$ cat src/rtl/window_feeder.sv
// Raster-order frame streamer: reads an NxN feature map from synchronous RAM and
// feeds the KxK line-buffer window one pixel per cycle, flagging full neighbourhoods.
module window_feeder #(
    parameter int DATA_W = 32,
    parameter int ADDR_W = 10,
    parameter int K      = 5,
    parameter int W0     = 28,
    parameter int W1     = 12
) (
    input  logic              clk,
    input  logic              rst_n,
    input  logic              go,
    input  logic              mode,
    input  logic [ADDR_W-1:0] base_addr,
    input  logic              ready,
    output logic              ram_re,
    output logic [ADDR_W-1:0] ram_addr,
    input  logic [DATA_W-1:0] ram_rdata,
    output logic [DATA_W-1:0] win_din,
    output logic              win_shift,
    output logic              win_state,
    output logic              win_valid,
    output logic [7:0]        win_row,
    output logic [7:0]        win_col,
    output logic              busy,
    output logic              done
);

    typedef enum logic [1:0] {IDLE, ISSUE, DRAIN, FIN} state_t;

    localparam logic [15:0] TOT0_M1 = 16'(W0 * W0 - 1);
    localparam logic [15:0] TOT1_M1 = 16'(W1 * W1 - 1);
    localparam logic [7:0]  N0_M1   = 8'(W0 - 1);
    localparam logic [7:0]  N1_M1   = 8'(W1 - 1);
    localparam logic [7:0]  EDGE    = 8'(K - 1);

    state_t      state;
    logic [15:0] idx;
    logic [15:0] tot_m1;
    logic [7:0]  n_m1;
    logic [7:0]  row, col;

    assign tot_m1 = win_state ? TOT1_M1 : TOT0_M1;
    assign n_m1   = win_state ? N1_M1 : N0_M1;

    // Issue follows ready combinationally so a stall costs no extra bubble.
    assign ram_re  = (state == ISSUE) && ready;
    // RAM data is forwarded straight into the window on the return cycle.
    assign win_din = win_shift ? ram_rdata : '0;

    always_ff @(posedge clk or negedge rst_n) begin
        if (!rst_n) begin
            state     <= IDLE;
            win_state <= 1'b0;
            ram_addr  <= '0;
            idx       <= '0;
            win_shift <= 1'b0;
            busy      <= 1'b0;
            done      <= 1'b0;
        end else begin
            win_shift <= ram_re;
            done      <= 1'b0;
            case (state)
                IDLE: if (go) begin
                    win_state <= mode;
                    ram_addr  <= base_addr;
                    idx       <= '0;
                    busy      <= 1'b1;
                    state     <= ISSUE;
                end
                ISSUE: if (ready) begin
                    ram_addr <= ram_addr + ADDR_W'(1);
                    idx      <= idx + 16'd1;
                    if (idx == tot_m1) state <= DRAIN;
                end
                // Hold until the last pixel's valid flag has been presented.
                DRAIN: if (!win_shift) begin
                    done  <= 1'b1;
                    state <= FIN;
                end
                FIN: begin
                    busy  <= 1'b0;
                    state <= IDLE;
                end
                default: state <= IDLE;
            endcase
        end
    end

    always_ff @(posedge clk or negedge rst_n) begin
        if (!rst_n) begin
            row       <= '0;
            col       <= '0;
            win_row   <= '0;
            win_col   <= '0;
            win_valid <= 1'b0;
        end else begin
            win_valid <= win_shift && (row >= EDGE) && (col >= EDGE);
            if (state == IDLE && go) begin
                row <= '0;
                col <= '0;
            end else if (win_shift) begin
                win_row <= row;
                win_col <= col;
                if (col == n_m1) begin
                    col <= '0;
                    row <= row + 8'd1;
                end else begin
                    col <= col + 8'd1;
                end
            end
        end
    end

endmodule

$ cat config.mk
export PLATFORM = sky130hd
export DESIGN_NAME = window_feeder
export DESIGN_NICKNAME = d
export VERILOG_FILES = /design/src/rtl/window_feeder.sv
export SDC_FILE = /design/constraint.sdc
export NUM_CORES = 1
export LEC_CHECK = 0
export BUFFER_PORTS_ARGS = -buffer_cell sky130_fd_sc_hd__buf_2
export CORE_UTILIZATION = 56
export CTS_CLUSTER_SIZE = 25
export DETAILED_ROUTE_END_ITERATION = 6
export GPL_TIMING_DRIVEN = 0
export HOLD_SLACK_MARGIN = 0.02
export PLACE_DENSITY = 0.86
export REMOVE_ABC_BUFFERS = 1
export SLEW_MARGIN = 20
export SYNTH_ARGS = -nofsm -noshare
export SYNTH_HDL_FRONTEND = slang
export SYNTH_SLANG_ARGS = --single-unit
$ cat constraint.sdc
create_clock -name clk -period 3.7 [get_ports clk]
set_input_delay 0.185 -clock clk [delete_from_list [all_inputs] [get_ports clk]]
set_output_delay 0.185 -clock clk [all_outputs]
set_load 0.005 [all_outputs]
==> results of run 1 <==
[tightest hold or removal path: cells and delay by family]
family	cells	cell delay [ps]
buffers and inverters	1	80
AND/OR/NAND/NOR	2	90
[cells in the final DEF, fill, tap and decap left out, types with 3 or more instances in the layout]
master	Yosys	layout
sky130_fd_sc_hd__nor2_1	20	20
sky130_fd_sc_hd__nand2_1	39	39
sky130_fd_sc_hd__xnor2_1	4	4
sky130_fd_sc_hd__and2_1	37	37
sky130_fd_sc_hd__mux2i_1	11	11
sky130_fd_sc_hd__nand2b_1	4	4
sky130_fd_sc_hd__clkbuf_8	0	10
sky130_fd_sc_hd__or4_1	12	12
sky130_fd_sc_hd__ha_1	10	10
sky130_fd_sc_hd__inv_1	13	13
sky130_fd_sc_hd__nor4b_1	3	3
sky130_fd_sc_hd__o31ai_1	11	11
sky130_fd_sc_hd__nor3_1	8	8
sky130_fd_sc_hd__or2_2	3	3
sky130_fd_sc_hd__a21o_1	3	3
sky130_fd_sc_hd__dfrtp_1	65	64
sky130_fd_sc_hd__and3_1	3	3
sky130_fd_sc_hd__o22ai_1	3	3
sky130_fd_sc_hd__o21ai_0	12	12
sky130_fd_sc_hd__a21oi_1	19	19
sky130_fd_sc_hd__nand4_1	11	11
sky130_fd_sc_hd__nor2b_1	3	3
sky130_fd_sc_hd__nand3_1	16	16
sky130_fd_sc_hd__mux2_2	16	16
sky130_fd_sc_hd__xor2_1	5	5
sky130_fd_sc_hd__nor4_1	7	7
sky130_fd_sc_hd__buf_2	7	109
[where the power goes]
group	internal (mW)	switching (mW)
clock network	0.327	0.288
logic	0.299	0.297
registers	0.883	0.204
total	1.51	0.789
[cell type report]
class / count / area, sq um / area share
Tap cell: 77 / 96.3 / 0.0214
Timing Repair Buffer: 112 / 583 / 0.129
Clock buffer: 11 / 141 / 0.0313
Inverter: 13 / 48.8 / 0.0108
Sequential cell: 65 / 1630 / 0.361
Multi-Input combinational cell: 291 / 1960 / 0.435
Clock inverter: 4 / 53.8 / 0.0119
[state kept, by name (all words and copies together) (netlist names)]
name and cells:
done 1, busy 1, win_col 8, col 8, win_shift 1, win_state 1
win_valid 1, row 8, idx 16, ram_addr 10, win_row 8, state 2
[how the worst min path moves through the flow]
stage | startpoint | end | slack, ps | cells after the start
floorplan | rst_n | busy | -110 | 0
detailed placement | rst_n | win_col[7] | 110 | 1
CTS | base_addr[6] | ram_addr[6] | 30 | 3
global placement | base_addr[7] | ram_addr[7] | 390 | 3
global route | base_addr[6] | ram_addr[6] | 70 | 3
finish | base_addr[7] | ram_addr[7] | 30 | 3
[logic make-up (layout without fill, tap and decap cells)]
kind of cell    Yosys count  after routing  share of synthesized area
mux                      27             27                     0.0781
fa+ha+maj                10             10                     0.0337
flops                    65             65                      0.438
buf+inv                  30            140                     0.0350
compound gates           62             62                      0.109
simple gates            183            183                      0.285
xor+xnor                  9              9                     0.0212
[layer usage]
metal	up-vias	track usage	wire, microns
li1	1605	-	-
met1	1592	0.335	3770
met2	121	0.465	4600
met3	23	0.0455	448
met4	0	0.134	233
met5	-	0	0
[stage by stage]
stage / utilization / instance area (sq um) / std cells / hold slack, ps
2_1_floorplan: - / 3640 / 369 / -111
3_3_place_gp: 0.671 / 4280 / 556 / 385
3_5_place_dp: 0.674 / 4310 / 557 / 108
4_1_cts: 0.706 / 4510 / 573 / 26.8
5_1_grt: 0.707 / 4510 / 573 / 66.3
6_report: 0.707 / 4510 / 573 / 30.6
[what timing repair did]
action,4_1_cts,5_1_grt
hold buffers,1,0
endpoints found under the hold margin,22,0
setup buffers,0,0
setup endpoints to repair,0,0
==> parameters.txt, run 1 <==
Parameter                              Value

Status
  Status    complete, no violations

Clock tree
  CTS sink cnt    65
  Num CTS Buffers    9
  H-tree levels    3
  Max Root-Sink Buffers    2
  Quantity of gates resized following cts    0
  Worst-skew pair later-pin latency    ~360 ps
  Clock tree from TritonCTS    done
  Worst-path clk slew    around 70 ps
  CTS Root Buffer Type    sky130_fd_sc_hd__clkbuf_8

Worst setup path
  Req. time, crit path    3980 ps
  Critical path capture point type    register
  Crit Path Class    reg -> reg
  Launch point of the worst reg-to-reg path    state[1]
  Critical path origin    state[1]
  Crit path max-delay family    simple AND/OR/NAND/NOR gates
  Data arrival time of the worst path    ~3200 ps
  Critical Path Stages    6
  Reg2reg setup slack    800 ps
  Cells on worst reg2reg path    6
  Slowest Stage Delay on Critical Path    approximately 800 ps
  Worst Setup EP    idx[7]
  Launching element type of the critical path    register
  Endpoint of the most critical register-to-register path    idx[7]
  Crit-path max FO    28
  Buf+Inv Stages, Crit Path    1
  CP cell instances    inv_1 -> ha_1 -> or2_2 -> nand3_2 -> or4_1 -> a21oi_1
  CP max stage cell    sky130_fd_sc_hd__ha_1

Yosys
  Cell taking the most area after synthesis    sky130_fd_sc_hd__dfrtp_1
  Post-synth design cell area    3720 sq um
  Number of library cell types mapped by synthesis    54
  Area fraction of the dominant cell type after synthesis    0.438
  Main synth FF type    sky130_fd_sc_hd__dfrtp_1
  Share of the yosys chip area belonging to registers    0.438
  Leading cell types by total area after synthesis    sky130_fd_sc_hd__dfrtp_1, sky130_fd_sc_hd__and2_1, sky130_fd_sc_hd__mux2_2, sky130_fd_sc_hd__nand2_1, sky130_fd_sc_hd__ha_1
  Yosys warning count    0
  Ys async rst share    1.00
  Number of enable-type register cells in the synthesized netlist    0
  Gate count of the mapped netlist    slightly below 400
  Library cell with the highest instance count after synthesis    sky130_fd_sc_hd__dfrtp_1
  Synthesized area per cell    9.63 sq um
  Top post-synthesis cells by count    sky130_fd_sc_hd__dfrtp_1, sky130_fd_sc_hd__nand2_1, sky130_fd_sc_hd__and2_1
  Number of storage elements in the synthesis netlist    65

GRT
  Maximum number of pins on one net before global-route repair    46
  Vias in the first global route    between 3000 and 4000
  Global route overflow    0
  Global-route total usage across every layer    0.272
  Global-route wire length before repair    15200 microns
  Initial antenna violation count    0

Run
  Maxcap violations    0

Timing
  Total Negative Setup Slacks    0 ps
  Slew at the pin closest to its max-slew limit    981 ps
  Worst rel slew slack    0.346
  Final cycle utilization of the critical path    0.784
  Final hold violations    0
  Setup-violating endpoint count in the final report    0
  RSZ-0062 raised after global routing    false
  Final-report max-slew violation count    0
  Crit path time final    about 2900 ps
  Worst-case clock skew    10.6 ps
  Achievable clock frequency    between 300 and 400 MHz
  Final worst-path setup slack    ~800 ps

Layout
  Fraction of final layout cells with drive strength greater than 1    0.315
  Antenna diode count    0
  Layout overhead on the synthesized area    21.4%
  Net count, final    ~550
  Filler instances    497

Placement
  Sum of net half-perimeters after detailed placement    ~6300 microns
  Final estimated routing congestion in global placement    0.812
  # port buffers    110
  Setup WS pre-CTS    819 ps

Drt
  Violation count after the first detailed-routing iteration    about 140
  Remaining antenna violation count after routing    0
  Total wirelength of the detailed-routed design    9050 microns
  Length of the first detailed-routing pass in iterations    4
  Overall via count from detail_route    roughly 3300
  Number of DRC violations after detailed routing    0
  Detail-routed net length per standard cell    about 16 microns
  Via density    5.83

Floorplan
  Chip Height    roughly 83 microns
  Full die area    between 6000 and 7000 sq um
  Placeable core region    between 6000 and 7000 sq um
  Number of primary I/O pins    111
  Initial standard-cell utilization of the core    0.582
  Site row count    29
  Die Width    about 83 microns

Min path
  Worst hold-check path type    in -> reg

Power
  Largest vdd supply drop    0.319 mV
  Power per Cell Area    509 nW/um^2
  Sum of internal, switching and leakage power    around 2.3 mW
  Leakage component of the power    ~2.2 nW
Note: power is estimated with default switching activity, not from simulation.
==> inputs of run 2 (changes only) <==
--- a/config.mk
+++ b/config.mk
@@ -6,12 +6,12 @@
 export NUM_CORES = 1
 export LEC_CHECK = 0
 export BUFFER_PORTS_ARGS = -buffer_cell sky130_fd_sc_hd__buf_2
-export CORE_UTILIZATION = 56
+export CORE_UTILIZATION = 47
 export CTS_CLUSTER_SIZE = 25
 export DETAILED_ROUTE_END_ITERATION = 6
 export GPL_TIMING_DRIVEN = 0
 export HOLD_SLACK_MARGIN = 0.02
-export PLACE_DENSITY = 0.86
+export PLACE_DENSITY = 0.77
 export REMOVE_ABC_BUFFERS = 1
 export SLEW_MARGIN = 20
 export SYNTH_ARGS = -nofsm -noshare
==> constraint.sdc (replaced) <==
create_clock -name clk -period 2.4 [get_ports clk]
set_input_delay 0.12 -clock clk [delete_from_list [all_inputs] [get_ports clk]]
set_output_delay 0.12 -clock clk [all_outputs]
set_load 0.005 [all_outputs]
==> run 2 against run 1 <==
Compared with the run above:
- sequential power is 52% higher
- utilization is 11 points lower
- fmax is 31% higher
- clock skew is 3.7 ps higher
- highest routed layer unchanged
==> parameters.txt, run 2 (synthesis results as in run 1) <==
Parameter                              Value

Worst setup path
  Launching element type of the critical path    register
  Launch point of the worst reg-to-reg path    state[1]
  CP max stage cell    sky130_fd_sc_hd__or4_1
  Reg2reg setup slack    180 ps (-620 ps)
  Critical path capture point type    register
  Cells on worst reg2reg path    6 (unchanged)
  Slowest Stage Delay on Critical Path    590 ps (-220 ps)
  Crit-path max FO    28 (unchanged)
  Crit Path Class    reg -> reg
  CP cell instances    inv_1 -> ha_4 -> or2_2 -> nand3_4 -> or4_1 -> a21oi_1
  Endpoint of the most critical register-to-register path    idx[12]
  Buf+Inv Stages, Crit Path    1 (unchanged)
  Data arrival time of the worst path    2490 ps (-690 ps)
  Crit path max-delay family    simple AND/OR/NAND/NOR gates
  Req. time, crit path    2670 ps (-1310 ps)

Timing
  Final cycle utilization of the critical path    0.925 (+0.141)
  Final hold violations    0 (unchanged)
  Final-report max-slew violation count    0 (unchanged)
  Worst-case clock skew    14.3 ps (+3.68 ps)
  Slew at the pin closest to its max-slew limit    727 ps (-254 ps)
  RSZ-0062 raised after global routing    false
  Achievable clock frequency    451 MHz (+31%)
  Setup-violating endpoint count in the final report    0 (unchanged)
  Worst rel slew slack    0.513 (+0.166)
  Crit path time final    2220 ps (-682 ps)
  Final worst-path setup slack    181 ps (-618 ps)
  Total Negative Setup Slacks    0 ps (unchanged)

Clock tree
  H-tree levels    3 (unchanged)
  Num CTS Buffers    9 (unchanged)
  Worst-path clk slew    70 ps (about the same)
  Max Root-Sink Buffers    2 (unchanged)
  Clock tree from TritonCTS    done
  CTS Root Buffer Type    sky130_fd_sc_hd__clkbuf_8
  Number of setup buffers added after CTS    0 (unchanged)
  CTS sink cnt    65 (unchanged)
  Worst-skew pair later-pin latency    350 ps (about the same)

Layout
  Post-route cell area    4590 sq um (+1.8%)
  Largest reg by FF count    idx
  Most frequent standard cell in the layout excluding fill and tap cells    sky130_fd_sc_hd__buf_2
  Antenna diode count    0 (unchanged)
  Commonest cells after routing, fill and taps aside    sky130_fd_sc_hd__buf_2, sky130_fd_sc_hd__dfrtp_1, sky130_fd_sc_hd__nand2_1
  Registers with the highest flip-flop counts    idx (16), ram_addr (10)
  Number of flip-flops in the largest register    16 (unchanged)
  Final Core Density    0.598 (-0.109)
  Net count, final    552 (+0.55%)
  Fraction of final layout cells with drive strength greater than 1    0.324 (+0.00948)
  Layout overhead on the synthesized area    23.6%

Drt
  Number of DRC violations after detailed routing    0 (unchanged)
  Detail-routed net length per standard cell    14.3 microns (-9.6%)
  Via density    5.52 (-5.3%)
  Violation count after the first detailed-routing iteration    163 (+15%)
  Overall via count from detail_route    3323 (-0.54%)
  Total wirelength of the detailed-routed design    8600 microns (-5.0%)
  Length of the first detailed-routing pass in iterations    4 (unchanged)
  Remaining antenna violation count after routing    0 (unchanged)

Min path
  Instance count along the most critical hold path    2 (-1)
  Endpoint of the worst hold-timing path    ram_addr[2]
  Worst hold-check path type    in -> reg
  Hold wc startpoint    base_addr[2]

Placement
  Instance area at placement    4340 sq um (+0.73%)
  Final estimated routing congestion in global placement    0.844 (+4.0%)
  # port buffers    110 (unchanged)
  Sum of net half-perimeters after detailed placement    6000 microns (-5.4%)
  Setup WS pre-CTS    -506 ps (-1320 ps)

Floorplan
  Placeable core region    7690 sq um (+20%)
  Site row count    32 (+10%)
  Chip Height    90.9 microns (+8.9%)
  Die Width    90.9 microns (+8.9%)
  Initial standard-cell utilization of the core    0.484 (-0.0985)
  Full die area    8270 sq um (+19%)
  Number of primary I/O pins    111 (unchanged)

Power
  Power per Cell Area    750 nW/um^2 (+47%)
  Largest vdd supply drop    0.382 mV (+20%)
  Leakage component of the power    2.16 nW (+0.32%)

GRT
  Initial antenna violation count    0 (unchanged)
  Maximum number of pins on one net before global-route repair    46 (unchanged)
  Global-route wire length before repair    14700 microns (-3.6%)
  Global-route total usage across every layer    0.220 (-0.0525)
  Vias in the first global route    3171 (-1.1%)
  Global route overflow    0 (unchanged)

Status
  Status    complete, no violations

Run
  Maxcap violations    0 (unchanged)
==> run 2: cell type report <==
type	count	area [sq um]
Multi-Input combinational cell	291	1990
Sequential cell	65	1630
Fill cell	696	3090
Inverter	13	48.8
Clock buffer	11	151
Clock inverter	5	38.8
Timing Repair Buffer	115	613
Tap cell	102	128
==> run 2: worst max path at each step <==
stage / from / cells after the start / slack [ps] / to
floorplan: state[1] / 6 / 70 / idx[7]
global placement: state[1] / 6 / -440 / idx[12]
detailed placement: state[1] / 6 / -510 / idx[7]
CTS: win_shift / 3 / 10 / row[6]
global route: state[1] / 6 / 20 / state[0]
finish: state[1] / 6 / 180 / idx[12]
==> run 2: through the flow <==
step	hold WS (ps)	power, mW	instances
6_report	46.1	3.45	602
5_1_grt	38.2	3.70	602
4_1_cts	37.1	3.48	602
3_5_place_dp	85.8	2.58	582
3_3_place_gp	320	2.52	581
2_1_floorplan	-176	2.20	369
==> run 2: routing by layer <==
| layer | share of wire | wire length [microns] | vias to the layer above | track usage |
|---|---|---|---|---|
| met1 | 0.45 | 3860 | 1602 | 0.280 |
| met2 | 0.50 | 4270 | 97 | 0.370 |
| met3 | 0.039 | 332 | 14 | 0.0570 |
| met4 | 0.016 | 140 | 0 | 0.0622 |
| li1 | - | - | 1610 | - |
| met5 | 0 | 0 | - | 0 |
==> run 2: what timing repair did <==
item,4_1_cts,5_1_grt
setup endpoints to repair,26,32
endpoints found under the hold margin,33,0
hold buffers,4,0
resized for setup,4,3
==> run 2: power breakdown <==
part,total (mW),internal (mW),switching (mW)
sequential,1.66,1.36,0.301
clock,0.880,0.434,0.446
combinational,0.905,0.464,0.440
total,3.45,2.26,1.19
==> inputs of run 3 (changes only) <==
--- a/config.mk
+++ b/config.mk
@@ -12,6 +12,7 @@
 export GPL_TIMING_DRIVEN = 0
 export HOLD_SLACK_MARGIN = 0.02
 export PLACE_DENSITY = 0.77
+export RECOVER_POWER = 50
 export REMOVE_ABC_BUFFERS = 1
 export SLEW_MARGIN = 20
 export SYNTH_ARGS = -nofsm -noshare
==> run 3 against run 2 <==
Compared with the run above:
- fmax shrank 0.52%
- the run now ends with capacitance limit, slew limit left
- non-clock buffer count is the same
- design area is 0.38% lower
- sequential share of layout area rose by 0.14 points
- utilization fell by 0.23 points
- cell count stayed put
- sequential power about the same
- largest power group unchanged
==> parameters.txt, run 3 (synthesis results as in run 1) <==
Parameter                              Value

Status
  Status    finished, violations left
  Violated checks    capacitance limit, slew limit

Drt
  Violation count after the first detailed-routing iteration    162 (-0.61%)
  Detail-routed net length per standard cell    14.2 microns (-0.47%)
  Via density    5.52 (about the same)
  Length of the first detailed-routing pass in iterations    5 (+1)
  Number of DRC violations after detailed routing    0 (unchanged)
  Overall via count from detail_route    3326 (+0.090%)
  Total wirelength of the detailed-routed design    8560 microns (-0.47%)
  Remaining antenna violation count after routing    0 (unchanged)

Power
  P_sw    1.19 mW (about the same)
  Cell internal pwr    2.25 mW (-0.39%)
  Combinational power share    0.260 (-0.002)
  Largest vdd supply drop    0.375 mV (-1.9%)
  Clock network power share    0.256 (about the same)
  Leakage component of the power    2.12 nW (-1.7%)
  Flop pwr share    0.483 (about the same)
  Switching Fraction    0.345 (+0.000880)
  Sum of internal, switching and leakage power    3.44 mW (-0.25%)
  Power per Cell Area    751 nW/um^2 (+0.13%)

Timing
  Final-report max-slew violation count    31 (+31)
  Final hold violations    0 (unchanged)
  Final cycle utilization of the critical path    0.930 (+0.00482)
  Worst rel slew slack    -0.157 (-0.670)
  Slew at the pin closest to its max-slew limit    1740 ps (+1010 ps)
  RSZ-0062 raised after global routing    false
  Total Negative Setup Slacks    0 ps (unchanged)
  Achievable clock frequency    448 MHz (-0.52%)
  Crit path time final    2230 ps (+11.6 ps)
  Setup-violating endpoint count in the final report    0 (unchanged)
  Worst-case clock skew    12.2 ps (-2.09 ps)
  Final worst-path setup slack    169 ps (-11.6 ps)

GRT
  Global route overflow    0 (unchanged)
  Initial antenna violation count    0 (unchanged)
  Maximum number of pins on one net before global-route repair    46 (unchanged)
  Global-route total usage across every layer    0.220 (unchanged)
  Vias in the first global route    3171 (unchanged)
  Global-route wire length before repair    14700 microns (unchanged)

Worst setup path
  Req. time, crit path    2670 ps (about the same)
  Crit path max-delay family    simple AND/OR/NAND/NOR gates
  Slowest Stage Delay on Critical Path    590 ps (about the same)
  Data arrival time of the worst path    2500 ps (about the same)
  CP cell instances    inv_1 -> ha_4 -> or2_2 -> nand3_4 -> or4_1 -> a21oi_1
  Launching element type of the critical path    register
  Critical path capture point type    register
  Buf+Inv Stages, Crit Path    1 (unchanged)
  Crit-path max FO    28 (unchanged)
  CP max stage cell    sky130_fd_sc_hd__or4_1
  Crit Path Class    reg -> reg

Floorplan
  Chip Height    90.9 microns (unchanged)
  Site row count    32 (unchanged)
  Die Width    90.9 microns (unchanged)
  Number of primary I/O pins    111 (unchanged)
  Placeable core region    7690 sq um (unchanged)
  Full die area    8270 sq um (unchanged)
  Initial standard-cell utilization of the core    0.484 (unchanged)

Clock tree
  Worst-path clk slew    70 ps (about the same)
  CTS Root Buffer Type    sky130_fd_sc_hd__clkbuf_8
  H-tree levels    3 (unchanged)
  Worst-skew pair later-pin latency    350 ps (about the same)
  Number of setup buffers added after CTS    0 (unchanged)
  CTS sink cnt    65 (unchanged)
  Num CTS Buffers    9 (unchanged)
  Max Root-Sink Buffers    2 (unchanged)
  Clock tree from TritonCTS    done

Layout
  Count of non-filler cells in the finished layout    602 (unchanged)
  Filler instances    698 (+0.29%)
  Fraction of final layout cells with drive strength greater than 1    0.300 (-0.0240)
  Antenna diode count    0 (unchanged)
  Most frequent standard cell in the layout excluding fill and tap cells    sky130_fd_sc_hd__buf_2
  Commonest cells after routing, fill and taps aside    sky130_fd_sc_hd__buf_2, sky130_fd_sc_hd__dfrtp_1, sky130_fd_sc_hd__nand2_1
  Layout overhead on the synthesized area    23.1%
  Final Core Density    0.595 (-0.00228)
  Registers with the highest flip-flop counts    idx (16), ram_addr (10)
  Largest reg by FF count    idx
  Net count, final    552 (unchanged)
  Number of flip-flops in the largest register    16 (unchanged)

Placement
  Cells after DPL    582 (unchanged)
  # port buffers    110 (unchanged)
  Setup WS pre-CTS    -506 ps (unchanged)
  Sum of net half-perimeters after detailed placement    6000 microns (unchanged)
  Final estimated routing congestion in global placement    0.844 (unchanged)

Min path
  Worst hold-check path type    in -> reg

Run
  Maxcap violations    1 (+1)
-- run 3: changes by cell type in the layout (fill, tap and decap cells not counted), sizes merged --
cell / previous run / this run
buf: 111 / 99
clkbuf: 11 / 23
-- run 3: cell type report --
type                    count  area [sq um]  area share
clock buffers              11           151      0.0331
multi-input cells         291          1990       0.434
flip-flops and latches     65          1630       0.356
repair buffers            115           596       0.130
clock inverters             5          38.8     0.00847
inverters                  13          48.8      0.0107
well taps                 102           128      0.0279
-- run 3: power groups by stage --
| stage | combinational [mW] | clock, mW | sequential (mW) |
|---|---|---|---|
| 5_1_grt | 1.03 | 0.948 | 1.72 |
| 3_3_place_gp | 0.856 | 0 | 1.66 |
| 4_1_cts | 0.916 | 0.899 | 1.66 |
| 6_report | 0.895 | 0.881 | 1.66 |
| 2_1_floorplan | 0.570 | 0 | 1.63 |
| 3_5_place_dp | 0.904 | 0 | 1.68 |
-- run 3: worst paths after layout --
kind	from	to	slack, ps	depth (start not counted)
min in group asynchronous	rst_n	win_col[7]	770	2
max in group asynchronous	rst_n	win_shift	500	2
setup / recovery	state[1]	idx[12]	170	6
hold / removal	base_addr[2]	ram_addr[2]	50	2
setup reg to reg	state[1]	idx[12]	170	6
hold reg to reg	win_row[1]	win_row[1]	510	1
-- run 3: timing repair --
item,in CTS,in global routing
setup endpoints to repair,26,32
resized for setup,4,3
hold endpoints to repair,33,0
hold buffers,4,0
-- run 3: per-stage QoR --
stage	cell area, sq um	hold WS [ps]
after floorplan	3640	-176
after global placement	4310	320
after detailed placement	4340	85.8
after CTS	4590	37.1
after global routing	4580	38.2
final	4580	49.2
-- run 3: routing by layer --
| metal | global-route usage | routed length [microns] | vias to the layer above |
|---|---|---|---|
| li1 | - | - | 1611 |
| met1 | 0.280 | 3790 | 1602 |
| met2 | 0.370 | 4230 | 100 |
| met3 | 0.0570 | 400 | 13 |
| met4 | 0.0622 | 132 | 0 |
| met5 | 0 | 0 | - |
